===== config.mk =====
export PLATFORM = sky130hd
export DESIGN_NAME = imem_stream_loader
export DESIGN_NICKNAME = d
export VERILOG_FILES = /design/src/rtl/imem_stream_loader.sv
export SDC_FILE = /design/constraint.sdc
export NUM_CORES = 1
export LEC_CHECK = 0
export BUFFER_PORTS_ARGS = -buffer_cell sky130_fd_sc_hd__clkbuf_2
export CAP_MARGIN = 20
export CORE_MARGIN = 5
export CORE_UTILIZATION = 25
export CTS_CLUSTER_DIAMETER = 200
export DETAILED_ROUTE_END_ITERATION = 8
export PLACE_DENSITY_LB_ADDON = 0.05
export REMOVE_ABC_BUFFERS = 1
export SLEW_MARGIN = 0
export SYNTH_ARGS = -nofsm -noshare
export SYNTH_HDL_FRONTEND = slang
export SYNTH_SLANG_ARGS = --single-unit
export TNS_END_PERCENT = 50

===== constraint.sdc =====
create_clock -name clk -period 2.9 [get_ports clk]
set_input_delay 0.145 -clock clk [delete_from_list [all_inputs] [get_ports clk]]
set_output_delay 0.145 -clock clk [all_outputs]
set_load 0.005 [all_outputs]

===== src/rtl/imem_stream_loader.sv =====
// rtl/imem_stream_loader.sv - byte-stream loader that fills instruction memory and holds the CPU until done
// Optional checksum byte after the payload: define IMEM_LOADER_CHECKSUM_EN.
module imem_stream_loader #(
  parameter int ADDR_W = 8
) (
  input  logic              clk,
  input  logic              reset,
  input  logic              in_valid,
  input  logic [7:0]        in_data,
  output logic              in_ready,
  output logic              imem_we,
  output logic [ADDR_W-1:0] imem_addr,
  output logic [31:0]       imem_wdata,
  output logic              cpu_hold,
  output logic              done,
  output logic              err,
  output logic [15:0]       word_count
);

  localparam logic [16:0] DEPTH = 17'(2 ** ADDR_W);

  typedef enum logic [2:0] {
    S_LEN0,
    S_LEN1,
    S_DATA,
`ifdef IMEM_LOADER_CHECKSUM_EN
    S_CSUM,
`endif
    S_DONE,
    S_ERR
  } state_t;

  // Where the stream goes once the payload (possibly empty) has been consumed.
`ifdef IMEM_LOADER_CHECKSUM_EN
  localparam state_t S_AFTER_DATA = S_CSUM;
`else
  localparam state_t S_AFTER_DATA = S_DONE;
`endif

  state_t            state_q, state_d;
  logic [1:0]        lane_q, lane_d;
  logic [ADDR_W-1:0] ptr_q, ptr_d;
  logic [23:0]       buf_q, buf_d;
  logic [15:0]       wc_q, wc_d;
  logic              in_ready_q, in_ready_d;
  logic              we_q, we_d;
  logic [ADDR_W-1:0] addr_q, addr_d;
  logic [31:0]       wdata_q, wdata_d;
  logic              hold_q, hold_d;
  logic              done_q, done_d;
  logic              err_q, err_d;
`ifdef IMEM_LOADER_CHECKSUM_EN
  logic [7:0]        csum_q, csum_d;
`endif

  logic        accept;
  logic [16:0] len_next;
  logic        last_word;

  assign accept    = in_valid && in_ready_q;
  assign len_next  = {1'b0, in_data, wc_q[7:0]};
  assign last_word = (17'(ptr_q) == (17'(wc_q) - 17'd1));

  // Next-state, byte assembly and registered output values.
  always_comb begin
    state_d = state_q;
    lane_d  = lane_q;
    ptr_d   = ptr_q;
    buf_d   = buf_q;
    wc_d    = wc_q;
    we_d    = 1'b0;
    addr_d  = addr_q;
    wdata_d = wdata_q;
`ifdef IMEM_LOADER_CHECKSUM_EN
    csum_d  = csum_q;
    if (accept && (state_q == S_LEN0 || state_q == S_LEN1 || state_q == S_DATA)) begin
      csum_d = csum_q ^ in_data;
    end
`endif
    case (state_q)
      S_LEN0: begin
        if (accept) begin
          wc_d[7:0] = in_data;
          state_d   = S_LEN1;
        end
      end
      S_LEN1: begin
        if (accept) begin
          wc_d[15:8] = in_data;
          if (len_next == 17'd0) begin
            state_d = S_AFTER_DATA;
          end else if (len_next > DEPTH) begin
            state_d = S_ERR;
          end else begin
            state_d = S_DATA;
          end
        end
      end
      S_DATA: begin
        if (accept) begin
          case (lane_q)
            2'd0: buf_d[7:0]   = in_data;
            2'd1: buf_d[15:8]  = in_data;
            2'd2: buf_d[23:16] = in_data;
            default: begin
              wdata_d = {in_data, buf_q};
              addr_d  = ptr_q;
              we_d    = 1'b1;
              ptr_d   = ptr_q + 1'b1;
              if (last_word) begin
                state_d = S_AFTER_DATA;
              end
            end
          endcase
          lane_d = lane_q + 2'd1;
        end
      end
`ifdef IMEM_LOADER_CHECKSUM_EN
      S_CSUM: begin
        if (accept) begin
          state_d = ((csum_q ^ in_data) == 8'h00) ? S_DONE : S_ERR;
        end
      end
`endif
      default: ;
    endcase
    in_ready_d = (state_d == S_LEN0) || (state_d == S_LEN1) || (state_d == S_DATA)
`ifdef IMEM_LOADER_CHECKSUM_EN
                 || (state_d == S_CSUM)
`endif
                 ;
    done_d = (state_d == S_DONE);
    err_d  = (state_d == S_ERR);
    hold_d = !done_d;
  end

  // State and output registers; reset restarts the load and drops any pending write.
  always_ff @(posedge clk) begin
    if (reset) begin
      state_q    <= S_LEN0;
      lane_q     <= 2'd0;
      ptr_q      <= '0;
      buf_q      <= 24'd0;
      wc_q       <= 16'd0;
      in_ready_q <= 1'b0;
      we_q       <= 1'b0;
      addr_q     <= '0;
      wdata_q    <= 32'd0;
      hold_q     <= 1'b1;
      done_q     <= 1'b0;
      err_q      <= 1'b0;
`ifdef IMEM_LOADER_CHECKSUM_EN
      csum_q     <= 8'h00;
`endif
    end else begin
      state_q    <= state_d;
      lane_q     <= lane_d;
      ptr_q      <= ptr_d;
      buf_q      <= buf_d;
      wc_q       <= wc_d;
      in_ready_q <= in_ready_d;
      we_q       <= we_d;
      addr_q     <= addr_d;
      wdata_q    <= wdata_d;
      hold_q     <= hold_d;
      done_q     <= done_d;
      err_q      <= err_d;
`ifdef IMEM_LOADER_CHECKSUM_EN
      csum_q     <= csum_d;
`endif
    end
  end

  assign in_ready   = in_ready_q;
  assign imem_we    = we_q;
  assign imem_addr  = addr_q;
  assign imem_wdata = wdata_q;
  assign cpu_hold   = hold_q;
  assign done       = done_q;
  assign err        = err_q;
  assign word_count = wc_q;

endmodule


==> metrics, run 1 <==
status completed; wire per inst around 15 um; ANT cells 0; CTS Buf Count 9; top cells by count, synth nand2_1 (135), dfxtp_1 (98), a21oi_1 (78); met3 usage 0.0261; dominant synthesized flop cell dfxtp_1; critical path type reg2reg; Power Density approximately 600 nW/um^2; Vias per Instance approximately 4.5; ordered cell list for the critical path inv_1, ha_1, or3b_1, or3_1, o31a_1, o21bai_1, a31oi_4, or4_1; global route hottest layer met2; Synth area leader dfxtp_1; Die Wd 137 um; Max-slew headroom 0.370; Post-Syn Instances 494; unrepaired setup endpoints after global routing false; Nets 565; post_cts resized 0; Achievable Freq 379 MHz; Routability Congestion 0.794; Syn Area/Cell 8.10 sq um; Final Cycle Share 0.910; maximum VDD drop approximately 0.25 mV; Yosys warnings 0; Clock Skews 8.34 ps; CTS tree done; dpl hpwl 7.88 mm; Initial DRC Count 220; M1 GR Usage 0.179; buffer count from post-CTS setup fixing 0; largest net degree at the start of global routing 54; input/output buffers 71; met2 usage 0.199; Max-Cap Viols 0; CP endpoint kind register; Pleak roughly 1.8 nW; I/O pin count between 70 and 80; # hold bufs at CTS 0; clock buffer depth 2; setup tns final 0 ps; core area 15800 sq um; slowest stage delay, CP 480 ps; reg2reg setup slack 260 ps; Core Rows 46; Sinks on Clock Net 98; PnR worst setup slack 262 ps; grt ovf 0; DRT antenna net count 0; Worst EP required between 3000 and 4000 ps; DRT Wirelength 11.5 mm; FF+latch count, synth 98; pre-CTS setup slack 292 ps; post-layout min period 2640 ps; H-Tree Depth 3; Slowest-stage cell, CP or4_1; # fillers 1749; first-pass GRT wire length ~18 mm; Slew Limit Fails 0; Total GRT Usage 0.129; Synth area leaders dfxtp_1 (49%), nand2_1 (13%), a21oi_1 (9.8%); clk_lat worst skew 350 ps; Post-synth EDFFs 0; clock slew at the register clock pins of the worst setup and hold paths 70 ps; cell area after layout 4880 sq um; Die Span Y 137 um; DR vias 3463; initial antenna violation count 0; Crit Path Max Fanout 5; Hold Path Class in2reg; DR pass1 iterations 4; Cell Area, Synth 4000 sq um; WP data arrival 2850 ps; Netlist cell types 48; Initial Utilization 0.254; ys async rst share 0; layout cells sized above 1 0.184; DP Area 4550 sq um; CP top delay family simple AND/OR/NAND/NOR gates; post-synthesis sequential area ratio 0.490; crit path launch type register; clock root buffer clkbuf_16; die area 18600 sq um; DRC 0; top-area cell type share of the netlist area 0.490; CP Buf/Inv Count 1; Worst Tran Pin Value between 900 and 1000 ps; area delta synth->final 21.9%; top-count cell post-synth nand2_1; Final Setup Violations 0; vias in the first global route roughly 3300; final hold viol count 0
## routing by layer
| layer | vias to the layer above | share of wire |
|---|---|---|
| met4 | 0 | 0.017 |
| met3 | 13 | 0.039 |
| met5 | - | 0 |
| li1 | 1781 | - |
| met2 | 65 | 0.44 |
| met1 | 1604 | 0.50 |
## power breakdown
part           switching, mW  total [mW]  leakage [nW]  internal (mW)
registers             0.0338        1.40         0.791           1.37
logic                  0.170       0.293         0.831          0.123
clock network          0.519        1.32         0.163          0.804
total                  0.722        3.02          1.78           2.29
## area by class of cell
type                            count  area [sq um]  area share
Clock buffer                       12           256      0.0526
Clock inverter                      4          73.8      0.0151
Inverter                            6          22.5     0.00462
Multi-Input combinational cell    356          1880       0.385
Sequential cell                    98          1960       0.402
Tap cell                          216           270      0.0554
Timing Repair Buffer               77           413      0.0846
## cells in the final DEF, fill, tap and decap left out, types with 2 or more instances in the layout
cell / count
clkbuf_16: 9
nand3_1: 26
bufinv_16: 2
o31a_1: 2
nor3_1: 7
or3_1: 4
nand4_1: 4
and3_1: 2
xor2_1: 6
and2_1: 2
buf_4: 5
clkbuf_2: 70
a21oi_1: 78
mux2i_1: 8
inv_1: 6
o21ai_0: 3
or4_1: 4
clkbuf_8: 2
dfxtp_1: 98
or2_2: 2
o31ai_1: 2
xnor2_1: 10
ha_1: 6
nand2_1: 135
nor2_1: 29
nor4_1: 3
## registers in the layout, indices dropped and copies added (netlist names)
register / cells
imem_wdata: 32
buf_q: 24
word_count: 16
imem_addr: 8
ptr_q: 8
state_q: 3
lane_q: 2
cpu_hold: 1
done: 1
err: 1
imem_we: 1
in_ready: 1
## per-stage QoR
step                std cells  utilization  power, mW  hold WS, ps
global placement          753        0.288       1.73          445
global route              769        0.309       3.16          173
finish                    769        0.309       3.02          157
CTS                       769        0.309       3.07          152
floorplan                 460            -       1.61          214
detailed placement        753        0.288       1.73          446
## kinds of logic (layout without fill, tap and decap cells)
group / count (synthesis) / count (layout) / synth area share
muxes: 8 / 8 / 0.0200
buffers and inverters: 40 / 99 / 0.0397
AOI/OAI and AO/OA: 99 / 99 / 0.145
DFF: 98 / 98 / 0.490
adders and majority gates: 6 / 6 / 0.0188
xor gates and xnor gates: 16 / 16 / 0.0350
and+or+nand+nor: 227 / 227 / 0.251
## path summary, 6_finish.rpt
check                 from           end  cells after the start
min reg2reg   imem_addr[3]  imem_addr[3]                      2
max          word_count[0]      cpu_hold                      8
max reg2reg  word_count[0]      cpu_hold                      8
min                  reset    state_q[2]                      2
No activity file was read; power rests on OpenSTA's default activity.
==> inputs of run 2 (changes only) <==
- BUFFER_PORTS_ARGS: -buffer_cell sky130_fd_sc_hd__clkbuf_2 -> -buffer_cell sky130_fd_sc_hd__buf_4
==> run 2 against run 1 <==
Effect of this change:
- count of clock-buffer cells in the layout down 2
- worst setup slack worse by 20 ps
- maximum frequency fell by 0.74%
- register-to-register slack got worse by 20 ps
- core utilization grew 0.86 points
- sequential share of layout area fell by 1.1 points
- routed wire length increased by 0.28%
- clock skew is essentially flat
- global-route usage fell by 0.23 points
- critical path depth did not move
- sequential power is essentially flat
- via count is 0.38% lower
- critical path type unchanged
- critical endpoint unchanged
- highest routed layer unchanged
==> metrics, run 2 (synthesis results as in run 1) <==
Initial Utilization 0.254 (unchanged); Max-slew headroom 0.365 (was 0.370); met2 wire length 5.16 mm (was 5.07 mm); Clk pwr share 0.414 (was 0.438); Achievable Freq 376 MHz (was 379 MHz); Vias per Instance 4.48 (was 4.50); Max-Cap Viols 0 (unchanged); switching share of power 0.253 (was 0.239); DRT antenna net count 0 (unchanged); Pleak 1.82 nW (was 1.78 nW); CP top delay family simple AND/OR/NAND/NOR gates (unchanged); fin util 0.318 (was 0.309); status completed (unchanged); wire per inst 15.0 um (about the same); Worst Tran Pin Value 945 ps (was 937 ps); Slowest-stage cell, CP or4_1 (unchanged); grt ovf 0 (unchanged); Power Density 580 nW/um^2 (was 618 nW/um^2); slowest stage delay, CP 480 ps (about the same); Nets 566 (was 565); largest net degree at the start of global routing 74 (was 54); Die Span Y 137 um (unchanged); area delta synth->final 25.3% (was 21.9%); die area 18600 sq um (unchanged); Worst R2R End cpu_hold (unchanged); Worst EP required 3110 ps (was 3120 ps); P_int 2.17 mW (was 2.29 mW); post_cts resized 0 (unchanged); layout cells sized above 1 0.186 (was 0.184); reg2reg setup slack 240 ps (was 260 ps); worst r2r src word_count[0] (unchanged); DR vias 3450 (was 3463); initial antenna violation count 0 (unchanged); sequential share of power 0.482 (was 0.464); clk_lat worst skew 340 ps (was 350 ps); Power, Total 2.91 mW (was 3.02 mW); met1 WL 5.68 mm (was 5.81 mm); vias in the first global route 3342 (was 3312); post-layout min period 2660 ps (was 2640 ps); Total GRT Usage 0.127 (was 0.129); first-pass GRT wire length 18.3 mm (was 18.5 mm); Crit Path Max Fanout 5 (unchanged); critical path type reg2reg (unchanged); most frequent cells in the layout nand2_1 (135), dfxtp_1 (98), a21oi_1 (78), buf_4 (78), nor2_1 (29) (was nand2_1 (135), dfxtp_1 (98), a21oi_1 (78)); clock slew at the register clock pins of the worst setup and hold paths 70 ps (about the same); CP endpoint kind register (unchanged); CTS Buf Count 9 (unchanged); CTS tree done (unchanged); Core Rows 46 (unchanged); # hold bufs at CTS 0 (unchanged); ANT cells 0 (unchanged); ordered cell list for the critical path inv_1, ha_1, or3b_1, or3_1, o31a_1, o21bai_1, a31oi_4, or4_1 (unchanged); Met3 Routed Length 544 um (was 455 um); Routability Congestion 0.781 (was 0.794); # fillers 1763 (was 1749); Sinks on Clock Net 98 (unchanged); dpl hpwl 7.85 mm (was 7.88 mm); Final Setup Violations 0 (unchanged); DRC 0 (unchanged); clock buffer depth 2 (unchanged); buffer count from post-CTS setup fixing 0 (unchanged); highest metal used met4 (unchanged); reg2reg path depth 8 (unchanged); CP Buf/Inv Count 1 (unchanged); Slew Limit Fails 0 (unchanged); H-Tree Depth 3 (unchanged); Hold Path Class in2reg (unchanged); WP data arrival 2870 ps (was 2850 ps); max reg flops 32 (unchanged); DRT Wirelength 11.6 mm (was 11.5 mm); Initial DRC Count 208 (was 220); crit path launch word_count[0] (unchanged); unrepaired setup endpoints after global routing false (unchanged); P_sw 737 uW (was 722 uW); Die Wd 137 um (unchanged); crit path launch type register (unchanged); commonest non-fill, non-tap cell in the layout nand2_1 (unchanged); clock root buffer clkbuf_16 (unchanged); final hold viol count 0 (unchanged); Finished Layout Cells 770 (was 769); Clock Skews 8.25 ps (was 8.34 ps); maximum VDD drop 0.244 mV (was 0.248 mV); setup tns final 0 ps (unchanged); placed insts 754 (was 753); Final Cycle Share 0.916 (was 0.910); core area 15800 sq um (unchanged); I/O pin count 72 (unchanged); worst setup path endpoint cpu_hold (unchanged); input/output buffers 71 (unchanged); DR pass1 iterations 4 (unchanged); power share of the combinational group 0.104 (was 0.097); CP Depth 8 (unchanged)
[run 2: power by group through the flow]
stage / Sequential, mW / Clock, mW / Combinational (mW)
final: 1.40 / 1.20 / 0.302
after floorplan: 1.42 / 0 / 0.183
after detailed placement: 1.44 / 0 / 0.302
after global placement: 1.43 / 0 / 0.303
after global routing: 1.41 / 1.30 / 0.336
after CTS: 1.40 / 1.25 / 0.305
[run 2: worst min-delay path by stage]
stage | from | depth (start not counted) | end
after floorplan | reset | 1 | buf_q[0]
after global placement | imem_addr[7] | 2 | imem_addr[7]
after detailed placement | buf_q[9] | 2 | imem_wdata[9]
after CTS | in_data[7] | 3 | imem_wdata[31]
after global routing | in_data[6] | 3 | buf_q[6]
final | in_data[6] | 3 | imem_wdata[30]
[run 2: through the flow]
stage	setup WS [ps]	hold slack [ps]	cell area, sq um
after floorplan	-92.4	214	3860
after global placement	338	445	4720
after detailed placement	287	445	4720
after CTS	242	106	5010
after global routing	94.0	122	5010
final	243	118	5010
[run 2: final cells by class]
cell class | instances | area (sq um) | share of cell area
clock buffers | 10 | 229 | 0.0457
clock inverters | 6 | 65.1 | 0.0130
inverters | 6 | 22.5 | 0.00449
multi-input cells | 356 | 1880 | 0.375
flip-flops and latches | 98 | 1960 | 0.391
well taps | 216 | 270 | 0.0539
repair buffers | 78 | 586 | 0.117
[run 2: worst register-to-register path: cells and delay by family (launching register included)]
kind | cells | cell delay [ps]
compound gates | 3 | 620
flops | 1 | 350
simple gates | 3 | 1260
buf+inv | 1 | 100
fa+ha+maj | 1 | 200
[run 2: metal layers]
layer | GRT usage | up-vias
met4 | 0.0487 | 0
li1 | - | 1775
met3 | 0.0254 | 12
met2 | 0.192 | 82
met1 | 0.179 | 1581
met5 | 0 | -
==> inputs of run 3 (changes only) <==
- CORE_MARGIN: 5 -> 3
==> run 3 against run 2 <==
Effect of this change:
- non-clock buffer count fell by 1
- sequential power about the same
- routed wire length is 0.59% lower
- count of clock-buffer cells in the layout up 1
- worst setup slack gained 20 ps
- critical path depth is the same
- power fell by 3.0%
- core utilization rose by 0.49 points
- register-to-register slack improved by 20 ps
==> metrics, run 3 (synthesis results as in run 1) <==
clock root buffer clkbuf_16 (unchanged); core area 15400 sq um (was 15800 sq um); first-pass GRT wire length 19.1 mm (was 18.3 mm); Die Span Y 133 um (was 137 um); post-layout min period 2640 ps (was 2660 ps); input/output buffers 71 (unchanged); CTS Buf Count 9 (unchanged); # hold bufs at CTS 0 (unchanged); Finished Layout Cells 764 (was 770); area delta synth->final 24.5% (was 25.3%); Core Rows 45 (was 46); I/O pin count 72 (unchanged); DP Area 4710 sq um (was 4720 sq um); largest net degree at the start of global routing 70 (was 74); vias in the first global route 3598 (was 3342); layout cells sized above 1 0.183 (was 0.186); DRT Wirelength 11.5 mm (was 11.6 mm); most frequent cells in the layout nand2_1 (135), dfxtp_1 (98), a21oi_1 (78) (was nand2_1 (135), dfxtp_1 (98), a21oi_1 (78), buf_4 (78), nor2_1 (29)); dpl hpwl 7.90 mm (was 7.85 mm); Max-slew headroom 0.415 (was 0.365); clk_lat worst skew 340 ps (about the same); reg2reg path depth 8 (unchanged); unrepaired setup endpoints after global routing false (unchanged); Final Setup Violations 0 (unchanged); Nets 565 (was 566); CP endpoint kind register (unchanged); die area 17600 sq um (was 18600 sq um); Routability Congestion 0.765 (was 0.781); Total GRT Usage 0.136 (was 0.127); post_cts resized 0 (unchanged); Slew Limit Fails 0 (unchanged); Power Density 566 nW/um^2 (was 580 nW/um^2); ANT cells 0 (unchanged); Initial DRC Count 133 (was 208); H-Tree Depth 3 (unchanged); Crit Path Max Fanout 5 (unchanged); max reg flops 32 (unchanged); CTS tree done (unchanged); DR vias 3469 (was 3450); DRC 0 (unchanged); final hold viol count 0 (unchanged); commonest non-fill, non-tap cell in the layout nand2_1 (unchanged); Pleak 1.80 nW (was 1.82 nW); WP data arrival 2860 ps (was 2870 ps); Final Cycle Share 0.909 (was 0.916); Hold Path Class in2reg (unchanged); pre-CTS setup slack 293 ps (was 287 ps); clock buffer depth 2 (unchanged); Worst EP required 3120 ps (was 3110 ps); grt ovf 0 (unchanged); DR pass1 iterations 4 (unchanged); clock slew at the register clock pins of the worst setup and hold paths 70 ps (about the same); PnR worst setup slack 262 ps (was 243 ps); wire per inst 15.0 um (about the same); maximum VDD drop 0.245 mV (was 0.244 mV); DRT antenna net count 0 (unchanged); buffer count from post-CTS setup fixing 0 (unchanged); Worst Tran Pin Value 870 ps (was 945 ps); placed insts 748 (was 754); critical path type reg2reg (unchanged); fin util 0.323 (was 0.318); Clock Skews 5.12 ps (was 8.25 ps); Vias per Instance 4.54 (was 4.48); Achievable Freq 379 MHz (was 376 MHz); hold slack 110 ps (was 118 ps); Initial Utilization 0.259 (was 0.254); Max-Cap Viols 0 (unchanged); status completed (unchanged); Sinks on Clock Net 98 (unchanged); crit path launch type register (unchanged); initial antenna violation count 0 (unchanged); cell area after layout 4980 sq um (was 5010 sq um); hold depth 3 (unchanged); Die Wd 133 um (was 137 um)
-- run 3: changes by cell type in the layout (fill, tap and decap cells not counted), sizes merged --
cell	before	now
buf	78	77
bufinv	1	0
clkbuf	10	11
clkinvlp	1	2
inv	7	6
-- run 3: report_power, final --
part	switching [mW]	internal (mW)	total (mW)
Clock	0.530	0.587	1.12
Sequential	0.0367	1.37	1.40
Combinational	0.166	0.134	0.300
-- run 3: layout make-up --
class,count,area (sq um)
clock buffers,11,233
clock inverters,5,41.3
fillers,1701,10400
inverters,6,22.5
multi-input cells,356,1880
flip-flops and latches,98,1960
well taps,211,264
repair buffers,77,578
-- run 3: final timing paths --
kind                      start             end  slack, ps
hold reg to reg       buf_q[19]  imem_wdata[19]        450
hold / removal       in_data[2]  word_count[10]        110
setup reg to reg  word_count[0]        cpu_hold        260
setup / recovery  word_count[0]        cpu_hold        260
-- run 3: routing by layer --
layer / part of all wire / global-route usage / wire length [um] / vias up
met5: 0 / 0 / 0 / -
met2: 0.45 / 0.216 / 5190 / 56
met1: 0.50 / 0.187 / 5790 / 1633
li1: - / - / - / 1769
met3: 0.030 / 0.0217 / 346 / 11
met4: 0.015 / 0.0497 / 167 / 0
-- run 3: critical path, cell delays in order, from the launching register on --
cell and delay (ps):
dfxtp_1 350, inv_1 90, ha_1 190, or3b_1 380
or3_1 400, o31a_1 290, o21bai_1 260, a31oi_4 80
or4_1 470
-- run 3: per-stage QoR --
| stage | total power [mW] | setup TNS (ps) |
|---|---|---|
| after floorplan | 1.61 | -92.4 |
| after global placement | 1.74 | 0 |
| after detailed placement | 1.74 | 0 |
| after CTS | 2.87 | 0 |
| after global routing | 2.96 | 0 |
| final | 2.82 | 0 |
